`config.mk`:
```
export PLATFORM = sky130hd
export DESIGN_NAME = pc_fetch_unit
export DESIGN_NICKNAME = d
export VERILOG_FILES = /design/src/rtl/pc_fetch_unit.sv
export SDC_FILE = /design/constraint.sdc
export NUM_CORES = 1
export LEC_CHECK = 0
export BUFFER_PORTS_ARGS = -buffer_cell sky130_fd_sc_hd__buf_2
export CAP_MARGIN = 5
export CORE_ASPECT_RATIO = 0.6
export CORE_MARGIN = 2
export CORE_UTILIZATION = 47
export DETAILED_ROUTE_END_ITERATION = 16
export PLACE_DENSITY = 0.8
export SLEW_MARGIN = 20
export SYNTH_ARGS = -nofsm -noshare
export SYNTH_HDL_FRONTEND = slang
export SYNTH_SLANG_ARGS = --single-unit
```
`constraint.sdc`:
```
create_clock -name clock -period 3.05 [get_ports clock]
set_clock_uncertainty 0.2 [all_clocks]
set_input_delay 0.1525 -clock clock [delete_from_list [all_inputs] [get_ports clock]]
set_output_delay 0.1525 -clock clock [all_outputs]
set_load 0.005 [all_outputs]
```
`src/rtl/pc_fetch_unit.sv`:
```
// Program counter and instruction fetch sequencer: FETCH/WAIT/EXECUTE/HALTED.
// Optional fetch watchdog enabled by defining FETCH_TIMEOUT_EN (adds fetch_timeout port).
module pc_fetch_unit #(
  parameter logic [31:0] RESET_VECTOR   = 32'h0000_0000,
  parameter int          TIMEOUT_CYCLES = 16
) (
  input  logic        clock,
  input  logic        reset_n,
  output logic        fetch_req,
  output logic [31:0] fetch_addr,
  input  logic        fetch_ack,
  input  logic [31:0] fetch_data,
  output logic [31:0] instruction,
  output logic        instruction_valid,
  output logic [31:0] pc_of_instruction,
  output logic [31:0] pc_plus_4,
  input  logic        exec_done,
  input  logic [1:0]  pc_update,
  input  logic [31:0] pc_offset,
  input  logic [31:0] jalr_base,
  output logic        halted,
  output logic        misaligned_trap
`ifdef FETCH_TIMEOUT_EN
  ,
  output logic        fetch_timeout
`endif
);

  typedef enum logic [1:0] {
    ST_FETCH,
    ST_WAIT,
    ST_EXECUTE,
    ST_HALTED
  } state_t;

  localparam logic [1:0] UPD_NEXT   = 2'd0;
  localparam logic [1:0] UPD_BRANCH = 2'd1;
  localparam logic [1:0] UPD_JALR   = 2'd2;

  // A non-positive watchdog limit has no meaning; the branch is intentionally empty.
  if (TIMEOUT_CYCLES < 1) begin : g_timeout_limit_invalid
  end

  state_t      state_q, state_d;
  logic [31:0] pc_q, pc_d;
  logic [31:0] instruction_q, instruction_d;
  logic        fetch_req_q, fetch_req_d;
  logic        valid_q, valid_d;
  logic        halted_q, halted_d;
  logic        trap_q, trap_d;
  logic [31:0] next_pc;
  logic        fetch_accept;

`ifdef FETCH_TIMEOUT_EN
  localparam logic [31:0] TIMEOUT_LIMIT = 32'(TIMEOUT_CYCLES - 1);
  logic [31:0] wait_cnt_q, wait_cnt_d;
  logic        timeout_q, timeout_d;
`endif

  always_comb begin
    next_pc = pc_q + 32'd4;
    case (pc_update)
      UPD_NEXT:   next_pc = pc_q + 32'd4;
      UPD_BRANCH: next_pc = pc_q + pc_offset;
      UPD_JALR:   next_pc = (jalr_base + pc_offset) & ~32'd1;
      default:    next_pc = pc_q;
    endcase
  end

  // fetch_req is still low in the first FETCH cycle after reset, so an ack there is not ours.
  assign fetch_accept = fetch_ack && fetch_req_q;

  always_comb begin
    state_d       = state_q;
    pc_d          = pc_q;
    instruction_d = instruction_q;
    fetch_req_d   = fetch_req_q;
    valid_d       = valid_q;
    halted_d      = halted_q;
    trap_d        = trap_q;
`ifdef FETCH_TIMEOUT_EN
    wait_cnt_d    = wait_cnt_q;
    timeout_d     = timeout_q;
`endif
    case (state_q)
      ST_FETCH, ST_WAIT: begin
        fetch_req_d = 1'b1;
        if (fetch_accept) begin
          instruction_d = fetch_data;
          fetch_req_d   = 1'b0;
          valid_d       = 1'b1;
          state_d       = ST_EXECUTE;
        end else begin
          state_d = ST_WAIT;
`ifdef FETCH_TIMEOUT_EN
          if (wait_cnt_q == TIMEOUT_LIMIT) begin
            fetch_req_d = 1'b0;
            halted_d    = 1'b1;
            timeout_d   = 1'b1;
            state_d     = ST_HALTED;
          end else begin
            wait_cnt_d = wait_cnt_q + 32'd1;
          end
`endif
        end
      end
      ST_EXECUTE: begin
        if (exec_done) begin
          valid_d = 1'b0;
          if (pc_update == 2'd3) begin
            halted_d = 1'b1;
            state_d  = ST_HALTED;
          end else if (next_pc[1:0] != 2'b00) begin
            trap_d   = 1'b1;
            halted_d = 1'b1;
            state_d  = ST_HALTED;
          end else begin
            pc_d        = next_pc;
            fetch_req_d = 1'b1;
            state_d     = ST_FETCH;
`ifdef FETCH_TIMEOUT_EN
            wait_cnt_d  = 32'd0;
`endif
          end
        end
      end
      default: begin
        state_d = ST_HALTED;
      end
    endcase
  end

  always_ff @(posedge clock or negedge reset_n) begin
    if (!reset_n) begin
      state_q       <= ST_FETCH;
      pc_q          <= RESET_VECTOR;
      instruction_q <= 32'd0;
      fetch_req_q   <= 1'b0;
      valid_q       <= 1'b0;
      halted_q      <= 1'b0;
      trap_q        <= 1'b0;
`ifdef FETCH_TIMEOUT_EN
      wait_cnt_q    <= 32'd0;
      timeout_q     <= 1'b0;
`endif
    end else begin
      state_q       <= state_d;
      pc_q          <= pc_d;
      instruction_q <= instruction_d;
      fetch_req_q   <= fetch_req_d;
      valid_q       <= valid_d;
      halted_q      <= halted_d;
      trap_q        <= trap_d;
`ifdef FETCH_TIMEOUT_EN
      wait_cnt_q    <= wait_cnt_d;
      timeout_q     <= timeout_d;
`endif
    end
  end

  assign fetch_req         = fetch_req_q;
  assign fetch_addr        = pc_q;
  assign instruction       = instruction_q;
  assign instruction_valid = valid_q;
  assign pc_of_instruction = pc_q;
  assign pc_plus_4         = pc_q + 32'd4;
  assign halted            = halted_q;
  assign misaligned_trap   = trap_q;
`ifdef FETCH_TIMEOUT_EN
  assign fetch_timeout     = timeout_q;
`endif

endmodule

```
==> metrics <==
outcome=finished, final reports clean; TritonRoute pass-1 iters=6; die height=99.15 um; Area contributors post-synth=dfrtp_1, ha_1, xnor2_1, mux2_2, a21oi_1; vias in the first global route=7341; grt met2 use=44.88%; crit share post-route=96.56%; post-synthesis cell count=835; final WL=26300 um; M3 GR Usage=11.80%; most frequent cells in the layout=buf_2, buf_4, nand2_1, dfrtp_1, nor2_1; Hold Vio Cnt, Final=0; Synth Flop Type=dfrtp_1; biggest cell delay along the critical path=0.50 ns; initial antenna violation count=0; core box area=14630 um2; # DRC=0; drt initial violations=726; P_leak=4.713 nW; clock slew seen by the registers of the worst setup and hold paths=0.07 ns; drt wl/cell=19.70 um; total of warnings raised by yosys=0; IO Pins=234; f_max=0.3395 GHz; Tmin final=2.945 ns; Max Cap Violations=0; cell taking the most area after synthesis=dfrtp_1; syn nets=1001; relative slew slack=57.35%; Crit Path Max Fanout=7; asr flop ratio synth=100.0%; worst slew pin tran=0.6374 ns; vias post-DR=7878; Global Route Usage Sum=31.68%; first-pass GRT wire length=39770 um; die area=16120 um2; Worst EP arrival=2.96 ns; post-layout util=64.98%; # port buffers=233; VDD IR max=0.3529 mV; CP Class=flip-flop to flip-flop; CP startpoint kind=flip-flop; Layout area overhead=34.09%; Via density=5.901; total power=7.868 mW; Max Transition Viols Final=0; Fillers=1234; ANT cells=0; Post-synth EDFFs=0; clock sink count=70; slowest CP cell=dfrtp_1; GRT busiest layer=met1; Placed Instances=1282; cells along the critical path=ha_1, and3_1, nand2_1, nor3_1, o21a_1, nor2_1, o21ai_1, nand2_1, mux2i_1, o32a_1; layout cell share with drive strength beyond 1=34.39%; Synth cell types=72; Setup TNS=0 ns; Finish-stage setup viols=0; Core Rows=34; CTS tree=built; largest net degree at the start of global routing=38; cts bufs inserted=9; Multi-input gate area=4994 um2; post-synth top area share=24.70%; Non-Filler Instances=1335; GPL Wtd Cong=1.017; GRT met1 Usage=46.09%; cell repeated most along the worst path=nand2_1; Worst-Skew Late Latency=0.34 ns; Hold WC Path Type=input pin to flip-flop; cell area after synthesis=7092 um2; Root Buffer=clkbuf_16; commonest non-fill, non-tap cell in the layout=buf_2; pwr dens=827.4 nW/um2; endpoint class of the critical path=flip-flop; GRT overflow=0; Worst Path Required=3.07 ns; clk buf depth=2; initial core utilization=48.46%; Sequential Area=1752 um2; Final HPWL DP=19970 um; Routed Antenna Nets=0; Avg Cell Area, Syn=8.493 um2; #FFs+latches synth=70; Die Wd=162.6 um; fin nets=1298; H-tree levels=3; register area share after synthesis=24.70%
==> flip-flops by register name, indices dropped and copies added (netlist names) <==
signal	flops
fetch_addr	32
state_q	2
instruction	32
instruction_valid	1
halted	1
misaligned_trap	1
fetch_req	1
==> cell families after synthesis <==
kind of cell	after synthesis	synth area share (%)
AO/OA/AOI/OAI	258	24.88
XOR/XNOR	78	9.633
adder cells (fa/ha/maj)	64	11.50
buffers and inverters	84	6.281
flip-flops	70	24.70
multiplexers	39	6.069
AND/OR/NAND/NOR	242	16.94
==> stage by stage <==
step	setup WS [ns]	cell area [um2]	hold slack, ns
after floorplan	0.04006	7092	-0.3431
after global placement	0.003017	8748	0.03187
after detailed placement	-0.08183	8748	0.02927
after CTS	0.01035	9425	0.02078
after global routing	-0.002244	9509	0.07689
final	0.1049	9509	0.02394
==> cell usage after synthesis (4+ instances only) <==
cell type,number
a211oi_1,16
a21boi_0,4
a21o_1,31
a21oi_1,55
a221oi_1,6
a22oi_1,4
a31oi_1,14
and2_1,5
and3_1,18
buf_1,5
buf_4,34
clkbuf_1,19
dfrtp_1,70
ha_1,62
inv_1,23
mux2_2,32
mux2i_1,7
nand2_1,72
nand2b_1,12
nand3_1,26
nand4_1,9
nor2_1,60
nor2b_1,6
nor3_1,13
o211ai_1,5
o21a_1,12
o21ai_0,38
o21ai_1,5
o21bai_1,14
o221ai_1,10
o22ai_1,5
o31ai_1,5
or2_2,5
xnor2_1,55
xor2_1,23
==> routing by layer <==
layer | vias to the layer above | wire length [um]
met1 | 3647 | 11500
met5 | - | 0
li1 | 3655 | -
met4 | 0 | 425
met2 | 524 | 10480
met3 | 52 | 3899
==> power breakdown <==
part | switching [mW] | internal (mW)
Clock | 0.446 | 0.640
Sequential | 0.411 | 1.36
Combinational | 2.64 | 2.36
==> worst max-delay path: cells and delay by family (launching register included) <==
kind | cells | cell delay [ns]
AOI/OAI and AO/OA | 3 | 0.80
adders and majority gates | 1 | 0.39
DFF | 1 | 0.50
and+or+nand+nor | 5 | 0.79
muxes | 1 | 0.14
==> worst paths after layout <==
| check | from | to | slack [ns] | depth (start not counted) |
|---|---|---|---|---|
| worst min-delay path | jalr_base[31] | fetch_addr[31]$_DFFE_PN0P_ | 0.02 | 4 |
| min in group asynchronous | reset_n | instruction[8]$_DFFE_PN0P_ | 0.24 | 3 |
| worst max-delay path | fetch_addr[11]$_DFFE_PN0P_ | fetch_addr[27]$_DFFE_PN0P_ | 0.10 | 10 |
| max in group asynchronous | reset_n | fetch_addr[10]$_DFFE_PN0P_ | 2.06 | 3 |
| worst max register to register | fetch_addr[11]$_DFFE_PN0P_ | fetch_addr[27]$_DFFE_PN0P_ | 0.10 | 10 |
| worst min register to register | halted$_DFFE_PN0P_ | halted$_DFFE_PN0P_ | 0.26 | 1 |
==> area by class of cell <==
cell class,count,share of cell area [%]
Multi-Input combinational cell,681,52.51
Timing Repair Buffer,346,22.37
Sequential cell,70,18.42
Tap cell,198,2.605
Clock buffer,10,2.408
Inverter,24,0.9474
Clock inverter,6,0.7368
==> repair_timing <==
item | 4_1_cts | 5_1_grt
hold endpoints to repair | 105 | 0
gates resized for setup | 5 | 15
setup endpoints to repair | 5 | 13
buffers inserted | 0 | 2
pin swaps | 1 | 10
hold buffers | 35 | 0
No activity file was read; power rests on OpenSTA's default activity.
